--- config.mk ---
export PLATFORM = sky130hd
export DESIGN_NAME = store_buffer
export DESIGN_NICKNAME = d
export VERILOG_FILES = /design/src/rtl/store_buffer.sv
export SDC_FILE = /design/constraint.sdc
export NUM_CORES = 1
export LEC_CHECK = 0
export ABC_CLOCK_PERIOD_IN_PS = 10260
export CAP_MARGIN = 20
export CORE_MARGIN = 2
export CORE_UTILIZATION = 63
export CTS_CLUSTER_DIAMETER = 60
export CTS_CLUSTER_SIZE = 12
export DETAILED_ROUTE_END_ITERATION = 10
export PLACE_DENSITY = 0.88
export SYNTH_ARGS = -nofsm -noshare
export SYNTH_HDL_FRONTEND = slang
export SYNTH_SLANG_ARGS = --single-unit
--- constraint.sdc ---
create_clock -name clk_i -period 10.26 [get_ports clk_i]
set_input_delay 3.078 -clock clk_i [delete_from_list [all_inputs] [get_ports clk_i]]
set_output_delay 3.078 -clock clk_i [all_outputs]
set_load 0.02 [all_outputs]
--- src/rtl/store_buffer.sv ---
`default_nettype none
// ============================================================================
//  Module   : store_buffer
//  Purpose  : In-order store buffer between dispatch and data memory, with
//             commit tracking, mispredict flush and a valid/ready drain port.
//             Define SB_FWD_EN to build store-to-load forwarding.
//  Revision : 1.0  initial release
// ============================================================================
module store_buffer #(
    parameter int SB_ENTRY   = 8,
    parameter int ADDR_WIDTH = 16,
    parameter int DATA_WIDTH = 16
) (
    input  logic                        clk_i,
    input  logic                        reset_n_i,
    input  logic                        alloc_valid_i,
    output logic                        alloc_ready_o,
    output logic [$clog2(SB_ENTRY)-1:0] alloc_idx_o,
    input  logic                        lsu_wr_valid_i,
    input  logic [$clog2(SB_ENTRY)-1:0] lsu_wr_idx_i,
    input  logic [ADDR_WIDTH-1:0]       lsu_wr_addr_i,
    input  logic [DATA_WIDTH-1:0]       lsu_wr_data_i,
    input  logic                        rob_sb_valid_i,
    input  logic                        rob_mispredict_i,
    output logic                        mem_valid_o,
    output logic [ADDR_WIDTH-1:0]       mem_addr_o,
    output logic [DATA_WIDTH-1:0]       mem_data_o,
    input  logic                        mem_ready_i,
    input  logic [ADDR_WIDTH-1:0]       ld_addr_i,
    output logic                        ld_hit_o,
    output logic [DATA_WIDTH-1:0]       ld_data_o,
    output logic                        sb_empty_o,
    output logic                        sb_err_o
);

    localparam int IDX_W = $clog2(SB_ENTRY);
    localparam logic [IDX_W:0]   c_FULL_COUNT = (IDX_W+1)'(SB_ENTRY);
    localparam logic [IDX_W:0]   c_COUNT_ONE  = (IDX_W+1)'(1);
    localparam logic [IDX_W-1:0] c_PTR_ONE    = IDX_W'(1);

    typedef enum logic [1:0] {
        ST_FREE      = 2'd0,
        ST_ALLOC     = 2'd1,
        ST_FILLED    = 2'd2,
        ST_COMMITTED = 2'd3
    } entry_state_t;

    entry_state_t          r_state     [SB_ENTRY];
    entry_state_t          w_state_nxt [SB_ENTRY];
    logic [ADDR_WIDTH-1:0] r_addr      [SB_ENTRY];
    logic [DATA_WIDTH-1:0] r_data      [SB_ENTRY];

    logic [IDX_W-1:0] r_head;
    logic [IDX_W-1:0] r_cmt;
    logic [IDX_W-1:0] r_tail;
    logic [IDX_W:0]   r_count;
    logic             r_err;

    logic           w_flush;
    logic           w_alloc_ready;
    logic           w_alloc_fire;
    logic           w_fill_req;
    logic           w_fill_ok;
    logic           w_fill_err;
    logic           w_cmt_req;
    logic           w_cmt_ok;
    logic           w_cmt_err;
    logic           w_mem_valid;
    logic           w_drain;
    logic [IDX_W:0] w_cmt_held;

    assign w_flush       = rob_mispredict_i;
    // Registered count only: a same-cycle drain does not open a slot.
    assign w_alloc_ready = (r_count < c_FULL_COUNT) & ~w_flush;
    assign w_alloc_fire  = alloc_valid_i & w_alloc_ready;

    assign w_fill_req = lsu_wr_valid_i & ~w_flush;
    assign w_fill_ok  = w_fill_req & (r_state[lsu_wr_idx_i] == ST_ALLOC);
    assign w_fill_err = w_fill_req & (r_state[lsu_wr_idx_i] != ST_ALLOC);

    assign w_cmt_req = rob_sb_valid_i & ~w_flush;
    assign w_cmt_ok  = w_cmt_req & (r_state[r_cmt] == ST_FILLED);
    assign w_cmt_err = w_cmt_req & (r_state[r_cmt] != ST_FILLED);

    assign w_mem_valid = (r_state[r_head] == ST_COMMITTED);
    assign w_drain     = w_mem_valid & mem_ready_i;

    // Committed entries survive a flush and define the post-flush occupancy.
    always_comb begin
        w_cmt_held = '0;
        for (int i = 0; i < SB_ENTRY; i++) begin
            if (r_state[i] == ST_COMMITTED) begin
                w_cmt_held = w_cmt_held + c_COUNT_ONE;
            end
        end
    end

    always_comb begin
        for (int i = 0; i < SB_ENTRY; i++) begin
            w_state_nxt[i] = r_state[i];
            if (w_flush) begin
                if (r_state[i] == ST_ALLOC || r_state[i] == ST_FILLED) begin
                    w_state_nxt[i] = ST_FREE;
                end else if (w_drain && r_head == IDX_W'(i)) begin
                    w_state_nxt[i] = ST_FREE;
                end
            end else begin
                if (w_alloc_fire && r_tail == IDX_W'(i)) begin
                    w_state_nxt[i] = ST_ALLOC;
                end
                if (w_fill_ok && lsu_wr_idx_i == IDX_W'(i)) begin
                    w_state_nxt[i] = ST_FILLED;
                end
                if (w_cmt_ok && r_cmt == IDX_W'(i)) begin
                    w_state_nxt[i] = ST_COMMITTED;
                end
                if (w_drain && r_head == IDX_W'(i)) begin
                    w_state_nxt[i] = ST_FREE;
                end
            end
        end
    end

    always_ff @(posedge clk_i or negedge reset_n_i) begin
        if (!reset_n_i) begin
            for (int i = 0; i < SB_ENTRY; i++) begin
                r_state[i] <= ST_FREE;
                r_addr[i]  <= '0;
                r_data[i]  <= '0;
            end
        end else begin
            for (int i = 0; i < SB_ENTRY; i++) begin
                r_state[i] <= w_state_nxt[i];
            end
            if (w_fill_ok) begin
                r_addr[lsu_wr_idx_i] <= lsu_wr_addr_i;
                r_data[lsu_wr_idx_i] <= lsu_wr_data_i;
            end
        end
    end

    always_ff @(posedge clk_i or negedge reset_n_i) begin
        if (!reset_n_i) begin
            r_head  <= '0;
            r_cmt   <= '0;
            r_tail  <= '0;
            r_count <= '0;
            r_err   <= 1'b0;
        end else begin
            if (w_drain) begin
                r_head <= r_head + c_PTR_ONE;
            end
            if (w_flush) begin
                r_tail  <= r_cmt;
                r_count <= w_drain ? (w_cmt_held - c_COUNT_ONE) : w_cmt_held;
            end else begin
                if (w_alloc_fire) begin
                    r_tail <= r_tail + c_PTR_ONE;
                end
                if (w_cmt_ok) begin
                    r_cmt <= r_cmt + c_PTR_ONE;
                end
                case ({w_alloc_fire, w_drain})
                    2'b10:   r_count <= r_count + c_COUNT_ONE;
                    2'b01:   r_count <= r_count - c_COUNT_ONE;
                    default: r_count <= r_count;
                endcase
            end
            if (w_fill_err || w_cmt_err) begin
                r_err <= 1'b1;
            end
        end
    end

    logic                  w_ld_hit;
    logic [DATA_WIDTH-1:0] w_ld_data;

`ifdef SB_FWD_EN
    logic [IDX_W-1:0] w_fwd_idx;

    // Walk oldest to youngest so the youngest match is the last one written.
    always_comb begin
        w_ld_hit  = 1'b0;
        w_ld_data = '0;
        w_fwd_idx = '0;
        for (int k = 0; k < SB_ENTRY; k++) begin
            w_fwd_idx = r_head + IDX_W'(k);
            if ((r_state[w_fwd_idx] == ST_FILLED || r_state[w_fwd_idx] == ST_COMMITTED) &&
                r_addr[w_fwd_idx] == ld_addr_i) begin
                w_ld_hit  = 1'b1;
                w_ld_data = r_data[w_fwd_idx];
            end
        end
    end
`else
    logic w_unused_ld_addr;

    assign w_unused_ld_addr = ^ld_addr_i;
    assign w_ld_hit         = 1'b0;
    assign w_ld_data        = '0;
`endif

    assign alloc_ready_o = w_alloc_ready;
    assign alloc_idx_o   = r_tail;
    assign mem_valid_o   = w_mem_valid;
    assign mem_addr_o    = r_addr[r_head];
    assign mem_data_o    = r_data[r_head];
    assign ld_hit_o      = w_ld_hit;
    assign ld_data_o     = w_ld_data;
    assign sb_empty_o    = (r_count == '0);
    assign sb_err_o      = r_err;

endmodule
`default_nettype wire

-- Word level (Yosys, flattened, before mapping)
Cells that the tools add are included.
- register bits: 286
- bits of input ports: 58
- output and inout port bits: 56
- word-level logic and storage cells: 281
- $add $sub $neg: 13
- magnitude comparators: 5
- equality and inequality tests: 67
- mux-type cells: 88
- bitwise logic cells: 13
- reduce and logical (&&, ||, !) cells: 66
- operators with widths (operator ; count):
    128-bit bitwise mux ; 2
    2-bit two-way mux ; 62
    16-bit binary-select mux with 3-bit select ; 2
    16-bit two-way mux ; 5
    16-bit demux with 3-bit select ; 1
    3-bit == test (second input constant) ; 16
    5-bit nonzero test ; 8
    2-bit == test (second input constant) ; 19
    4-bit two-way mux ; 9
    1-bit logical AND ; 33
    4-bit by 1-bit adder with 4-bit output (second input constant) ; 8
    3-bit by 2-bit == test with 1-bit output (second input constant) ; 8
    3-bit by 1-bit != test with 1-bit output (second input constant) ; 8
    2-bit by 1-bit == test with 1-bit output (second input constant) ; 10
    2-bit binary-select mux with 3-bit select ; 3
    2-bit AND reduction ; 9
    3-bit by 1-bit == test with 1-bit output (second input constant) ; 4
    4-bit greater-or-equal comparator (second input constant) ; 3
    3-bit zero test ; 4
    3-bit inverter with 4-bit output ; 3
    3-bit by 1-bit adder with 3-bit output (second input constant) ; 3
    1-bit bitwise AND ; 9
    1-bit logical OR ; 9
    4-bit one-hot mux with 2 select lines ; 1
    other kinds (11) ; 13

-- Logic depth before layout (Yosys ltp)
Gate-level depths: netlist (run 1).
- depth in word-level cells: 19
- mapped depth: 26
- mapped depth without buffers: 26

-- Worst setup path after synthesis (run 1)
Ideal clock, no wire load.
- path type: input to output
- start: input rob_mispredict_i
- end: output alloc_ready_o
- arrival: 3.419 ns
- required time: 7.182 ns
- path slack: 3.763 ns
- stages: 1
- path buffers: 0
- cells stage by stage: nor2_1
- word-level cells in the longest chain between the ends: 2
- ends and longest elaborated chain (what ; RTL line ; text):
    from (decl) ; 24 ; input logic rob_mispredict_i,
    1-bit inverter (no line) ; - ;
    1-bit bitwise AND ; 74 ; assign w_alloc_ready = (r_count < c_FULL_COUNT) & ~w_flush;
    to (decl) ; 17 ; output logic alloc_ready_o,
No other way between the ends.

-- Worst setup path after layout (run 1)
Ends and elaborated chain as after synthesis.

==> results of run 1 <==
==> synthesized netlist by cell type, types with 2 or more instances <==
cell,instances,area share (%)
a211oi_1,3,0.16
a21oi_1,32,1.1
a22oi_1,3,0.16
a311oi_1,4,0.24
a31oi_1,5,0.22
a32oi_1,7,0.43
and2_1,8,0.35
buf_1,16,0.42
buf_2,15,0.52
buf_4,18,0.94
clkbuf_1,27,0.71
dfrtp_1,286,50
ha_1,36,3.1
inv_1,21,0.55
mux2_2,256,20
mux2i_1,3,0.21
mux4_2,69,11
nand2_1,148,3.9
nand2b_1,7,0.31
nand3_1,13,0.45
nand3b_1,2,0.10
nor2_1,25,0.65
nor2b_1,2,0.087
nor3_1,3,0.10
nor3b_1,8,0.42
o21a_1,2,0.10
o21ai_0,12,0.42
o31ai_1,3,0.16
xnor2_1,16,0.98
xnor2_4,2,0.38
xor2_1,7,0.43
==> stage by stage <==
stage	total power, mW	cell area, µm²	cells	hold WS (ns)	util [%]
floorplan	2.48	14400	1098	0.474	-
global placement	2.79	15300	1393	0.465	68.0
detailed placement	2.87	15300	1393	0.462	68.0
CTS	3.78	16100	1426	0.479	71.3
global route	3.97	16100	1429	0.485	71.6
finish	3.78	16100	1429	0.475	71.6
==> area by class of cell <==
cell class	count	area, µm²	share of cell area, %
multi-input cells	712	6820	42.3
inverters	23	86.3	0.536
clock inverters	2	17.5	0.109
flip-flops and latches	286	7160	44.4
clock buffers	31	743	4.61
repair buffers	90	931	5.78
well taps	285	357	2.21
==> worst min-delay path by stage <==
stage | from | to | slack (ns) | cells after the start
floorplan | r_data[16] | r_data[16] | 0.47 | 1
global placement | sb_err_o | sb_err_o | 0.46 | 1
detailed placement | sb_err_o | sb_err_o | 0.46 | 1
CTS | sb_err_o | sb_err_o | 0.48 | 1
global route | sb_err_o | sb_err_o | 0.49 | 1
finish | sb_err_o | sb_err_o | 0.48 | 1
==> critical path: stages <==
cell             delay [ns]
clkdlybuf4s50_1        0.39
buf_4                  0.24
nor2_1                 0.20
clkdlybuf4s50_1        0.63
==> registers in the layout (all words and copies together) (netlist names) <==
register     cells
r_count          4
alloc_idx_o      3
r_data         128
r_state         16
r_head           3
r_cmt            3
r_addr         128
sb_err_o         1
==> power by group <==
group / switching (mW) / internal, mW
logic: 0.577 / 0.636
registers: 0.220 / 1.44
clock network: 0.404 / 0.505
==> logic make-up after synthesis <==
kind of cell | count (synthesis)
other cells | 1
mux | 328
buf+inv | 100
compound gates | 78
xor+xnor | 27
flops | 286
fa+ha+maj | 37
simple gates | 225
==> layer usage <==
layer | wire, µm | vias to the layer above | track usage (%)
met2 | 15500 | 323 | 43.8
met5 | 0 | - | 0
met3 | 1990 | 84 | 4.07
met4 | 945 | 0 | 10.2
met1 | 13100 | 4641 | 36.3
li1 | - | 3962 | -
==> results.yml, run 1 <==
timing:
  period_needed_ns: 7.61
  finClkSkew_ns: 0.0125
  fmax_ghz: 0.131
  hold_viol: 0
  fin_crit_sh_pct: 74.2
  worst_pin_slew_ns: 1.17
  setup_viol: 0
  setup_tns_ns: 0
  slew_headroom_pct: 21.8
  slew_viol_final: 0
  fin_ws_ns: 2.65
  rsz0062_at_grt: "no"
worst_hold_path:
  hold_path_class: "flop to flop"
global_routing:
  grt_use_total_pct: 26.6
  grt_pass1_vias: 9500
  antenna_found_initial: 0
  grt_first_pass_wirelength_um: 50100
  globalRouteOverflowTotal: 0
  grt_max_degree: 190
worst_setup_path:
  rrSetupSlack_ns: 5.44
  crit_type: "input pin to output pin"
  start_kind: "input pin"
  r2r_end: "r_count[3]"
  end_kind: "output pin"
  rr_worst_depth: 22
  crit_path_max_fanout: 34
  r2r_start: "r_state[13]"
  crit_end: "alloc_ready_o"
  critPathRequiredTime_ns: 7.18
  cp-startpoint: "rob_mispredict_i"
  arrival_ns: 4.54
yosys:
  synth_cells: 1082
  synth_edf_count: 0
  seq_area_frac_synth_pct: 49.9
  synth_ff_type: "dfrtp_1"
  ys_seq_elements: 286
  synth_adder_area_share_pct: 3.28
  synth_xor_area_share_pct: 2.07
  synthMuxAreaShare_pct: 31.1
  syn_area_per_cell_um2: 13.3
  synth-async-reset-ratio_pct: 100
  yosys.area_share.simple_pct: 6.89
  ys_types: 54
  synth_top_family_by_area: "multiplexers"
  yosys_warnings: 0
  synth_area_mm2: 0.0144
  synth_compound_area_share_pct: 3.50
final_layout:
  final_cell_mix: "dfrtp_1 (284), mux2_2 (256), nand2_1 (145)"
  finalNetCount: 1236
  n_antenna_cell: 0
  layout-drive-gt1-share_pct: 33.9
  final_common_cell: "dfrtp_1"
  area_delta_synth_final_pct: 12.2
  nFillCells: 1383
cts:
  cts_hold_buf: 0
  cts.repair.resized: 0
  numCtsBuffers: 28
  clockRootBuffer: "clkbuf_16"
  clock_path_buffers: 3
  cts_setup_buffers: 0
  cts_tree: "built"
  clk_pin_slew_ns: 0.06
  cts.sink_count: 286
  cts_max_level: 1
  insertion_delay_ns: 0.54
detailed_routing:
  drt_drc_violations_left: 0
  post_drt_wl_per_cell_um: 22.1
  dr.pass1.iters: 5
  wirelength_um: 31600
  drt_iter0_markers: 756
  routed_via_density: 6.31
  drtAntennaViolNets: 0
  vias: 9010
job:
  max-cap-violations: 0
place:
  globalplace.congestion: 0.888
  hpwlAfterDp_um: 17900
  pre_cts_slack_ns: 2.65
  io_buffers: 80
die:
  core_area_mm2: 0.0225
  pin_count: 114
  fp.dieH_um: 155
  die_area_mm2: 0.0240
  die_w_um: 155
  fp-row-count: 55
  initial_core_util_pct: 63.8
pwr:
  ir_drop_mv: 0.147
  leakage_nw: 7.67
  power.density_mw_per_mm2: 235
run_status:
  outcome: "finished, final reports clean"
No activity file was read; power rests on OpenSTA's default activity.
==> run 2: changes to the inputs <==
Settings changed: ABC_CLOCK_PERIOD_IN_PS 10260 to 7700, CORE_UTILIZATION 63 to 59, PLACE_DENSITY 0.88 to 0.84.
Clock period 10.26 ns to 7.7 ns, I/O delays scaled along.
==> results.yml, run 2 (same netlist as run 1, synthesis figures left out) <==
run_status:
  outcome: "finished, final reports clean"
cts:
  insertion_delay_ns: 0.53
  cts.sink_count: 286
  cts_setup_buffers: 0
  clock_path_buffers: 3
  cts_tree: "built"
  clk_pin_slew_ns: 0.05
  cts_max_level: 1
  numCtsBuffers: 28
  cts_hold_buf: 0
  cts.repair.resized: 0
  clockRootBuffer: "clkbuf_16"
final_layout:
  finalNetCount: 1240
  layout.cells.non_filler: 1474
  area_delta_synth_final_pct: 13.0
  final_cell_mix: "dfrtp_1 (284), mux2_2 (256), nand2_1 (145)"
  reg_top3: "r_addr x128, r_data x128, r_state x16"
  final_common_cell: "dfrtp_1"
  layout-drive-gt1-share_pct: 34.1
worst_setup_path:
  r2r_end: "r_count[2]"
  start_kind: "input pin"
  crit_path_max_fanout: 34
  critPathRequiredTime_ns: 5.39
  rr_worst_depth: 23
  r2r_start: "r_state[13]"
  arrival_ns: 3.80
  crit_type: "input pin to output pin"
  rrSetupSlack_ns: 2.85
  end_kind: "output pin"
global_routing:
  antenna_found_initial: 2
  globalRouteOverflowTotal: 0
  met1_usage_pct: 34.2
  grt_use_total_pct: 24.9
  top_usage_layer: "met2"
  grt_pass1_vias: 9508
  grt_first_pass_wirelength_um: 50500
  grt_util_met3_pct: 3.43
  grt_max_degree: 150
  grt_util_met2_pct: 41.1
job:
  max-cap-violations: 0
die:
  die_area_mm2: 0.0256
  core_area_mm2: 0.0241
  die_w_um: 160
  fp.dieH_um: 160
  pin_count: 114
  fp-row-count: 57
  initial_core_util_pct: 59.6
timing:
  slew_headroom_pct: 25.8
  rsz0062_at_grt: "no"
  period_needed_ns: 6.11
  finClkSkew_ns: 0.0103
  worst_pin_slew_ns: 1.11
  setup_tns_ns: 0
  whs_ns: 0.499
  hold_viol: 0
  fmax_ghz: 0.164
  setup_viol: 0
  fin_crit_sh_pct: 79.4
  slew_viol_final: 0
detailed_routing:
  drt_drc_violations_left: 0
  drt_iter0_markers: 662
  wirelength_um: 31300
  vias: 8980
  post_drt_wl_per_cell_um: 21.2
  dr.pass1.iters: 5
  routed_via_density: 6.09
  drtAntennaViolNets: 0
worst_hold_path:
  hold_path_class: "flop to flop"
  hold_start: "r_data[82]"
  worstHoldPathCells: 1
  holdPathEnd: "r_data[82]"
pwr:
  leakage_nw: 7.71
  ir_drop_mv: 0.194
  power.density_mw_per_mm2: 313
place:
  hpwlAfterDp_um: 17900
  globalplace.congestion: 0.897
  io_buffers: 80
  place_inst: 1437
## run 2: changes by cell type in the layout (fill, tap and decap cells not counted), sizes merged
| cell | delta |
|---|---|
| clkinv | -1 |
| bufinv | +2 |
| buf | +4 |
| diode | +1 |
## run 2: worst max-delay path, stage by stage
cell             delay (ns)
clkdlybuf4s50_1        0.40
buf_4                  0.24
nor2_1                 0.21
clkdlybuf4s50_1        0.63
## run 2: where the power goes
group / leakage (nW) / internal, mW / switching (mW)
combinational: 3.45 / 0.847 / 0.712
sequential: 3.86 / 1.91 / 0.335
clock: 0.392 / 0.732 / 0.530
## run 2: metal layers
metal / part of all wire [%] / wire length (µm)
met1: 43 / 13600
met2: 49 / 15200
met3: 5.0 / 1570
met4: 3.0 / 940
met5: 0 / 0
## run 2: cell type report
type,count,area (µm²)
antenna,1,2.50
clock buffer,31,733
clock inverter,3,68.8
fill,1666,7880
inverter,23,86.3
multi-input combinational,712,6820
sequential,286,7160
tap,324,405
timing repair buffer,94,948
## run 2: per-stage QoR
step	power (mW)	util [%]	instance area, µm²	setup slack [ns]
6_report	5.07	67.3	16200	1.59
2_1_floorplan	3.30	-	14400	2.74
3_5_place_dp	3.81	63.8	15400	1.58
4_1_cts	5.09	67.1	16200	1.58
3_3_place_gp	3.73	63.8	15400	1.63
5_1_grt	5.33	67.3	16200	1.50
## run 2: worst max-delay path by stage
| stage | startpoint | to | slack (ns) | cells past startpoint |
|---|---|---|---|---|
| 6_report | rob_mispredict_i | alloc_ready_o | 1.59 | 4 |
| 5_1_grt | rob_mispredict_i | alloc_ready_o | 1.50 | 4 |
| 4_1_cts | rob_mispredict_i | alloc_ready_o | 1.58 | 4 |
| 3_5_place_dp | rob_mispredict_i | alloc_ready_o | 1.58 | 4 |
| 3_3_place_gp | rob_mispredict_i | alloc_ready_o | 1.63 | 4 |
| 2_1_floorplan | rob_mispredict_i | alloc_ready_o | 2.74 | 1 |
==> run 3: changes to the inputs <==
Settings changed: ABC_CLOCK_PERIOD_IN_PS 7700 to 5700.
Clock period 7.7 ns to 5.7 ns, I/O delays scaled along.
==> results.yml, run 3 (same netlist as run 1, synthesis figures left out) <==
timing:
  whs_ns: 0.485
  fmax_ghz: 0.209
  slew_viol_final: 0
  setup_tns_ns: 0
  fin_ws_ns: 0.918
  slew_headroom_pct: 31.3
  rsz0062_at_grt: "no"
  fin_crit_sh_pct: 83.9
  finClkSkew_ns: 0.00825
  period_needed_ns: 4.78
  hold_viol: 0
  worst_pin_slew_ns: 1.03
  setup_viol: 0
pwr:
  ir_drop_mv: 0.267
  leakage_nw: 7.69
  power.density_mw_per_mm2: 414
place:
  globalplace.congestion: 0.877
  pre_cts_slack_ns: 0.922
  io_buffers: 80
  hpwlAfterDp_um: 18900
global_routing:
  antenna_found_initial: 0
  grt_first_pass_wirelength_um: 51000
  grt_max_degree: 138
  grt_use_total_pct: 24.9
  globalRouteOverflowTotal: 0
  grt_pass1_vias: 9642
cts:
  clockRootBuffer: "clkbuf_16"
  clock_path_buffers: 3
  cts.sink_count: 286
  insertion_delay_ns: 0.53
  clk_pin_slew_ns: 0.06
  cts_tree: "built"
  cts_hold_buf: 0
  numCtsBuffers: 27
  cts.repair.resized: 0
  cts_setup_buffers: 0
  cts_max_level: 1
detailed_routing:
  drt_iter0_markers: 601
  post_drt_wl_per_cell_um: 21.0
  wirelength_um: 31100
  drt_drc_violations_left: 0
  routed_via_density: 6.11
  drtAntennaViolNets: 0
  vias: 9018
  dr.pass1.iters: 5
worst_setup_path:
  start_kind: "flop"
  rrSetupSlack_ns: 0.92
  crit_type: "flop to flop"
  crit_path_max_fanout: 7
  arrival_ns: 5.18
  end_kind: "flop"
  critPathRequiredTime_ns: 6.10
die:
  pin_count: 114
  fp-row-count: 57
  initial_core_util_pct: 59.6
  core_area_mm2: 0.0241
  die_w_um: 160
  die_area_mm2: 0.0256
  fp.dieH_um: 160
final_layout:
  nFillCells: 1712
  final_core_util_pct: 67.0
  reg_top3: "r_addr x128, r_data x128, r_state x16"
  final_cell_mix: "dfrtp_1 (284), mux2_2 (256), nand2_1 (145)"
  area_delta_synth_final_pct: 12.6
  finalNetCount: 1246
  layout-drive-gt1-share_pct: 34.2
  final_common_cell: "dfrtp_1"
  n_antenna_cell: 0
job:
  max-cap-violations: 0
worst_hold_path:
  hold_path_class: "flop to flop"
run_status:
  outcome: "finished, final reports clean"
==> run 3: changes by cell type in the layout (fill, tap and decap cells not counted), sizes merged <==
cell,before,now
clkinv,2,1
buf,15,22
bufinv,2,0
diode,1,0
clkbuf,31,30
==> run 3: cell type report <==
type	instances	area (µm²)	share of cell area, %
clock buffers	30	687	4.25
inverters	23	86.3	0.534
multi-input cells	712	6820	42.2
flip-flops and latches	286	7160	44.3
well taps	324	405	2.51
repair buffers	101	1000	6.19
==> run 3: path summary, 6_finish.rpt <==
| check | start | to | cells past startpoint |
|---|---|---|---|
| min reg2reg | sb_err_o | sb_err_o | 1 |
| max in group asynchronous | reset_n_i | r_addr[43] | 2 |
| min | sb_err_o | sb_err_o | 1 |
| max | r_state[13] | r_count[3] | 22 |
| max reg2reg | r_state[13] | r_count[3] | 22 |
| min in group asynchronous | reset_n_i | r_data[98] | 1 |
==> run 3: report_power, final <==
group	switching, mW	total, mW	internal [mW]
clock network	0.702	1.54	0.836
logic	1.00	2.15	1.15
registers	0.404	2.99	2.59
==> run 3: metrics by stage <==
step                cells  instance area (µm²)  total power, mW
global route         1476                16200             7.05
global placement     1445                15500             5.04
finish               1476                16200             6.68
CTS                  1475                16100             6.71
detailed placement   1445                15500             5.15
floorplan            1098                14400             4.46
==> run 3: routing by layer <==
metal	wire length, µm	GRT usage, %	vias up
met5	0	0	-
met4	633	6.96	0
met3	1670	3.38	54
met2	15500	41.5	245
met1	13200	35.1	4743
li1	-	-	3976
==> run 3: critical path: stages, from the launching register on <==
cell      delay [ns]
dfrtp_1         0.46
ha_1            0.24
ha_1            0.35
xor2_1          0.19
ha_1            0.32
nand2_1         0.10
o31ai_1         0.09
ha_1            0.28
nor2b_1         0.15
nor2b_1         0.09
ha_1            0.27
nand2_1         0.05
o21ai_0         0.09
o21a_1          0.23
ha_1            0.27
nand2_1         0.10
nand2_1         0.08
ha_1            0.27
a221oi_1        0.43
nand4_1         0.18
xnor2_1         0.21
xnor2_1         0.14
a21oi_1         0.08
